--- src/rtl/uart_var_rx.sv ---
// 8N1 UART receiver with a runtime baud rate latched at each start edge.
// Two-flop synchroniser, mid-bit start validation, centre sampling, one-cycle strobes.
module uart_var_rx #(
  parameter int clock_freq  = 100_000_000,
  parameter int baud_width  = 20,
  parameter int limit_width = 10
) (
  input  logic                  clk,
  input  logic                  rst,
  input  logic                  rx,
  input  logic [baud_width-1:0] baud_var,
  output logic [7:0]            rx_data,
  output logic                  rx_valid,
  output logic                  frame_err,
  output logic                  rx_busy
);

  typedef enum logic [1:0] {IDLE, START, DATA, STOP} state_t;

  localparam logic [31:0] clk_q     = 32'(clock_freq);
  localparam logic [31:0] limit_max = 32'((64'd1 << limit_width) - 64'd1);
  localparam logic [31:0] limit_min = 32'd4;

  state_t                 state_r;
  logic                   sync1_r, sync2_r, prev_r;
  logic [limit_width-1:0] cnt_r, limit_r, half_r;
  logic [2:0]             bit_idx_r;
  logic [7:0]             shift_r;
  logic [31:0]            baud32_s, quot_s;
  logic [limit_width-1:0] limit_s;
  logic                   rate_ok_s, start_edge_s;

  // Rates too fast for a 4-clock bit, or too slow for the counter, keep the block idle.
  assign baud32_s     = 32'(baud_var);
  assign quot_s       = (baud32_s == 32'd0) ? 32'd0 : clk_q / baud32_s;
  assign limit_s      = quot_s[limit_width-1:0];
  assign rate_ok_s    = (quot_s >= limit_min) && (quot_s <= limit_max);
  assign start_edge_s = prev_r && !sync2_r;

  // Metastability synchroniser plus edge-detect flop, idling high.
  always_ff @(posedge clk or posedge rst) begin
    if (rst) begin
      sync1_r <= 1'b1;
      sync2_r <= 1'b1;
      prev_r  <= 1'b1;
    end else begin
      sync1_r <= rx;
      sync2_r <= sync1_r;
      prev_r  <= sync2_r;
    end
  end

  // Frame FSM with registered outputs.
  always_ff @(posedge clk or posedge rst) begin
    if (rst) begin
      state_r   <= IDLE;
      cnt_r     <= '0;
      limit_r   <= '0;
      half_r    <= '0;
      bit_idx_r <= 3'd0;
      shift_r   <= 8'h00;
      rx_data   <= 8'h00;
      rx_valid  <= 1'b0;
      frame_err <= 1'b0;
      rx_busy   <= 1'b0;
    end else begin
      rx_valid  <= 1'b0;
      frame_err <= 1'b0;
      case (state_r)
        IDLE: begin
          cnt_r <= '0;
          if (start_edge_s && rate_ok_s) begin
            limit_r <= limit_s;
            half_r  <= limit_s >> 1;
            state_r <= START;
            rx_busy <= 1'b1;
          end
        end
        START: begin
          if (cnt_r == half_r - limit_width'(1)) begin
            cnt_r <= '0;
            if (!sync2_r) begin
              state_r   <= DATA;
              bit_idx_r <= 3'd0;
            end else begin
              state_r <= IDLE;
              rx_busy <= 1'b0;
            end
          end else begin
            cnt_r <= cnt_r + limit_width'(1);
          end
        end
        DATA: begin
          if (cnt_r == limit_r - limit_width'(1)) begin
            cnt_r   <= '0;
            shift_r <= {sync2_r, shift_r[7:1]};
            if (bit_idx_r == 3'd7) begin
              state_r <= STOP;
            end else begin
              bit_idx_r <= bit_idx_r + 3'd1;
            end
          end else begin
            cnt_r <= cnt_r + limit_width'(1);
          end
        end
        STOP: begin
          if (cnt_r == limit_r - limit_width'(1)) begin
            cnt_r   <= '0;
            state_r <= IDLE;
            rx_busy <= 1'b0;
            if (sync2_r) begin
              rx_data  <= shift_r;
              rx_valid <= 1'b1;
            end else begin
              frame_err <= 1'b1;
            end
          end else begin
            cnt_r <= cnt_r + limit_width'(1);
          end
        end
        default: begin
          state_r <= IDLE;
          rx_busy <= 1'b0;
        end
      endcase
    end
  end

endmodule
--- config.mk ---
export PLATFORM = sky130hd
export DESIGN_NAME = uart_var_rx
export DESIGN_NICKNAME = d
export VERILOG_FILES = /design/src/rtl/uart_var_rx.sv
export SDC_FILE = /design/constraint.sdc
export NUM_CORES = 1
export LEC_CHECK = 0
export CELL_PAD_IN_SITES_DETAIL_PLACEMENT = 1
export CELL_PAD_IN_SITES_GLOBAL_PLACEMENT = 2
export CORE_UTILIZATION = 39
export CTS_CLUSTER_SIZE = 16
export DETAILED_ROUTE_END_ITERATION = 8
export PLACE_DENSITY = 0.91
export SLEW_MARGIN = 20
export SYNTH_ARGS = -nofsm -noshare
export SYNTH_HDL_FRONTEND = slang
export SYNTH_SLANG_ARGS = --single-unit
--- constraint.sdc ---
create_clock -name clk -period 4.43 [get_ports clk]
set_input_delay 1.329 -clock clk [delete_from_list [all_inputs] [get_ports clk]]
set_output_delay 1.329 -clock clk [all_outputs]
set_load 0.05 [all_outputs]
==> results.yml, run 1 <==
run_status:
  outcome: "did not finish"
  failed_stage: "4_1_cts"
  error: "[ERROR DPL-0033] detailed placement checks failed during check placement."
clocking:
  post-cts-setup-buffer-count: 373
  cts_max_level: 2
  clk_path_buf_depth: 2
  hold_buffers: 0
  root_buffer: "clkbuf_16"
  clock-sinks: 47
  cts-resized-gates: 604
  cts_made_buffers: 5
floorplan:
  io_pins: 34
  initial_core_util_pct: 39.60
  rows: 100
  fp.dieH_um: 277.4
  dieWidth_um: 277.4
placement:
  hpwl_um: 154000
  place_area_um2: 45560
  place_ws_ns: -73.09
  gp_congestion: 1.005
  io_buffers: 33
synth:
  synthCells: 4169
  synthDistinctLibCells: 129
  synth_common_cells: "nor2_1 (456), ha_1 (423), a21oi_1 (355), nand2_1 (344), o21ai_0 (260)"
  synth_edf_count: 0
  syn_area_per_cell_um2: 7.095
  ys.flop_type: "dfrtp_1"
  syn_area_um2: 29580
  ys_ff_latch: 47
  syn_nets: 4615
  ys_top_cells_by_area: "ha_1 (18%), xnor2_1 (6.2%), a21oi_1 (6.0%)"
  yosysSeqAreaShare_pct: 3.989
  yosys.area.top_type_share_pct: 17.89
  synth_area_leader_cell: "ha_1"
  yosysMostFrequentCell: "nor2_1"
  async_reset_ff_share_pct: 100.0
  yosys_warnings: 0
logic make-up after synthesis:
logic type / share of synthesized area [%]
AO/OA/AOI/OAI: 34.28
AND/OR/NAND/NOR: 24.53
adder cells (fa/ha/maj): 17.89
XOR/XNOR: 9.441
buffers and inverters: 3.418
multiplexers: 6.434
flip-flops: 3.989
other: 0.01268
per-stage QoR:
step	cells	hold WS (ns)
global placement	6888	0.3466
floorplan	4169	0.3452
detailed placement	6888	0.3620
==> run 2, diff against run 1 <==
==> config.mk (replaced) <==
export PLATFORM = sky130hd
export DESIGN_NAME = uart_var_rx
export DESIGN_NICKNAME = d
export VERILOG_FILES = /design/src/rtl/uart_var_rx.sv
export SDC_FILE = /design/constraint.sdc
export NUM_CORES = 1
export LEC_CHECK = 0
export CORE_UTILIZATION = 29
export DETAILED_ROUTE_END_ITERATION = 8
export PLACE_DENSITY_LB_ADDON = 0.15
export SLEW_MARGIN = 20
export SYNTH_ARGS = -nofsm -noshare
export SYNTH_HDL_FRONTEND = slang
export SYNTH_SLANG_ARGS = --single-unit
==> run 2 against run 1 <==
Effect of this change: the flow now finishes, with violations (setup timing); synthesized cell count did not move; synthesized area unchanged.
==> results.yml, run 2 <==
cells_and_area:
  nFillCells: 9675
  final_area_um2: 52440
  register_area_um2: 1180
  drive_gt1_share_pct: 47.68
  final_common_cell: "buf_4"
  nets: 6792
  final_cell_mix: "buf_4 (2154), nor2_1 (413), ha_1 (318)"
  reg_top3: "cnt_r: 10 flops, limit_r: 10 flops"
  areaGrowthSynthToFinish_pct: 77.29
  multi_input_area_um2: 31100
synth:
  yosys_warnings: 0
  syn_area_um2: 29580
  synth_common_cells: "nor2_1 (456), ha_1 (423), a21oi_1 (355), nand2_1 (344), o21ai_0 (260)"
  synth_edf_count: 0
  synth_compound_area_share_pct: 34.28
  async_reset_ff_share_pct: 100.0
  ys_ff_latch: 47
  synth_area_leader_cell: "ha_1"
  synthDistinctLibCells: 129
  syn_nets: 4615
  ys.flop_type: "dfrtp_1"
  syn_area_per_cell_um2: 7.095
  synth-adder-area-share_pct: 17.89
  yosys.area.top_type_share_pct: 17.89
  yosysSeqAreaShare_pct: 3.989
  synthMuxAreaShare_pct: 6.434
  yosysMostFrequentCell: "nor2_1"
  ys_top_cells_by_area: "ha_1 (18%), xnor2_1 (6.2%), a21oi_1 (6.0%)"
  synthXorXnorAreaFrac_pct: 9.441
  synth_top_family_by_area: "compound AO/OA/AOI/OAI gates"
  synthSimpleGateAreaFrac_pct: 24.53
  synthCells: 4169
grt:
  antenna_found_initial: 1
  grt_pass1_wl_um: 210900
  grt_start_max_net_pins: 48
  grt_overflow: 0
  grt_pass1_vias: 38840
  grt_use_total_pct: 25.23
timing:
  rsz0062_at_grt: "yes"
  min_period_over_period_pct: 1546
  slew_viol_final: 0
  period_minus_slack_ns: 68.48
  relSlewSlack_pct: 39.01
  setup_viol: 12
  setup-tns-final_ns: -544.31
  postLayoutSetupSlackWorst_ns: -64.05
  worst_pin_slew_ns: 0.9148
  skew_ns: 0.004769
  fmax_ghz: 0.01460
  hold_viol: 0
  holdWs_ns: 0.3598
floorplan:
  design.die.area_um2: 103300
  initial_core_util_pct: 29.41
  fp.coreArea_um2: 100600
  fp.dieH_um: 321.4
  rows: 116
  io_pins: 34
  dieWidth_um: 321.4
setup_path:
  worstPathArrival_ns: 68.64
  end_kind: "register"
  crit_path_start_kind: "primary input"
  slowest_delay_ns: 0.54
  r2r_cells: 12
  cpMostUsedCell: "buf_4"
  cp.required_ns: 4.59
  worst-setup-path-type: "in -> reg"
  worstPathMaxFanout: 13
  cp_slowest_cell: "or4_4"
placement:
  place_ws_ns: -67.47
  hpwl_um: 105600
  place_area_um2: 46470
  gp_congestion: 0.9503
  io_buffers: 33
route:
  dr.pass1.iters: 5
  drtAntennaViolNets: 0
  wl_per_cell_um: 17.54
  first_iter_violations: 2273
  dr_total_vias: 39730
  drt_wl_total_um: 135200
  post-route-drc-count: 0
  viasPerCell: 5.156
clocking:
  clk_path_buf_depth: 2
  hold_buffers: 0
  tritoncts: "done"
  cts_max_level: 2
  root_buffer: "clkbuf_16"
  clock-sinks: 47
  clock_latency_ns: 0.29
  cts_made_buffers: 5
  cts.clk_slew.worst_paths_ns: 0.06
run:
  cap_violations: 0
min_path:
  hold_class: "reg -> reg"
  holdPathStages: 0
run_status:
  violations: "setup timing"
  outcome: "finished with violations"
==> run 2: cell counts after synthesis <==
No cell type changed its count.
==> run 2: what timing repair did <==
item / CTS / global route
cloned: 4 / 2
buffers inserted: 279 / 92
pin swaps: 203 / 205
resized for setup: 369 / 292
endpoints found under the setup margin: 12 / 12
==> run 2: final timing paths <==
path / from / endpoint / slack (ns)
worst max-delay path: baud_var[9] / limit_r[0] / -64.05
worst min-delay path: sync1_r / sync2_r / 0.36
worst max register to register: limit_r[2] / bit_idx_r[0] / 0.62
worst min register to register: sync1_r / sync2_r / 0.36
max in group asynchronous: rst / bit_idx_r[1] / 2.47
min in group asynchronous: rst / cnt_r[0] / 1.48
==> run 2: kinds of logic after synthesis <==
| group | after synthesis |
|---|---|
| adder cells (fa/ha/maj) | 423 |
| multiplexers | 168 |
| buffers and inverters | 247 |
| other | 1 |
| flip-flops | 47 |
| AO/OA/AOI/OAI | 1484 |
| XOR/XNOR | 318 |
| AND/OR/NAND/NOR | 1481 |
==> run 2: routing by layer <==
metal	vias to the layer above	routed length, um	track usage, %
li1	20110	-	-
met1	18640	64780	34.76
met2	817	62120	42.90
met3	167	4711	1.014
met4	0	3563	6.159
met5	-	0	0
==> run 2: area by class of cell <==
cell class | instances | area share [%]
Tap cell | 1357 | 3.238
Clock buffer | 5 | 0.2386
Clock inverter | 3 | 0.1288
Timing Repair Buffer | 2280 | 33.85
Multi-Input combinational cell | 3876 | 59.31
Inverter | 136 | 0.9830
Antenna cell | 1 | 0.004772
Sequential cell | 47 | 2.250
==> run 2: stage by stage <==
stage               util [%]  instances
finish                 52.14       7705
global route           52.14       7705
CTS                    50.14       7621
detailed placement     46.20       7332
global placement       46.20       7332
floorplan                  -       4169
==> run 2: worst max-delay path, delay by kind of cell <==
family                     cells  cell delay [ns]
AOI/OAI and AO/OA            182            32.26
and+or+nand+nor               84            13.31
buffers and inverters         96            12.75
adders and majority gates     26             6.11
muxes                          7             2.17
xor gates and xnor gates       3             0.57
Power of run 2 is left out: the tool's default activity adds up to more than one toggle a clock period on the data nets, which glitch-free logic cannot reach.
==> run 3, diff against run 2 <==
--- a/config.mk
+++ b/config.mk
@@ -5,6 +5,7 @@
 export SDC_FILE = /design/constraint.sdc
 export NUM_CORES = 1
 export LEC_CHECK = 0
+export CAP_MARGIN = 20
 export CORE_UTILIZATION = 29
 export DETAILED_ROUTE_END_ITERATION = 8
 export PLACE_DENSITY_LB_ADDON = 0.15
==> results of run 3 <==
Same layout as run 2: the final DEF is identical, and so are final timing and power.
Power of run 3 is left out for the same reason.
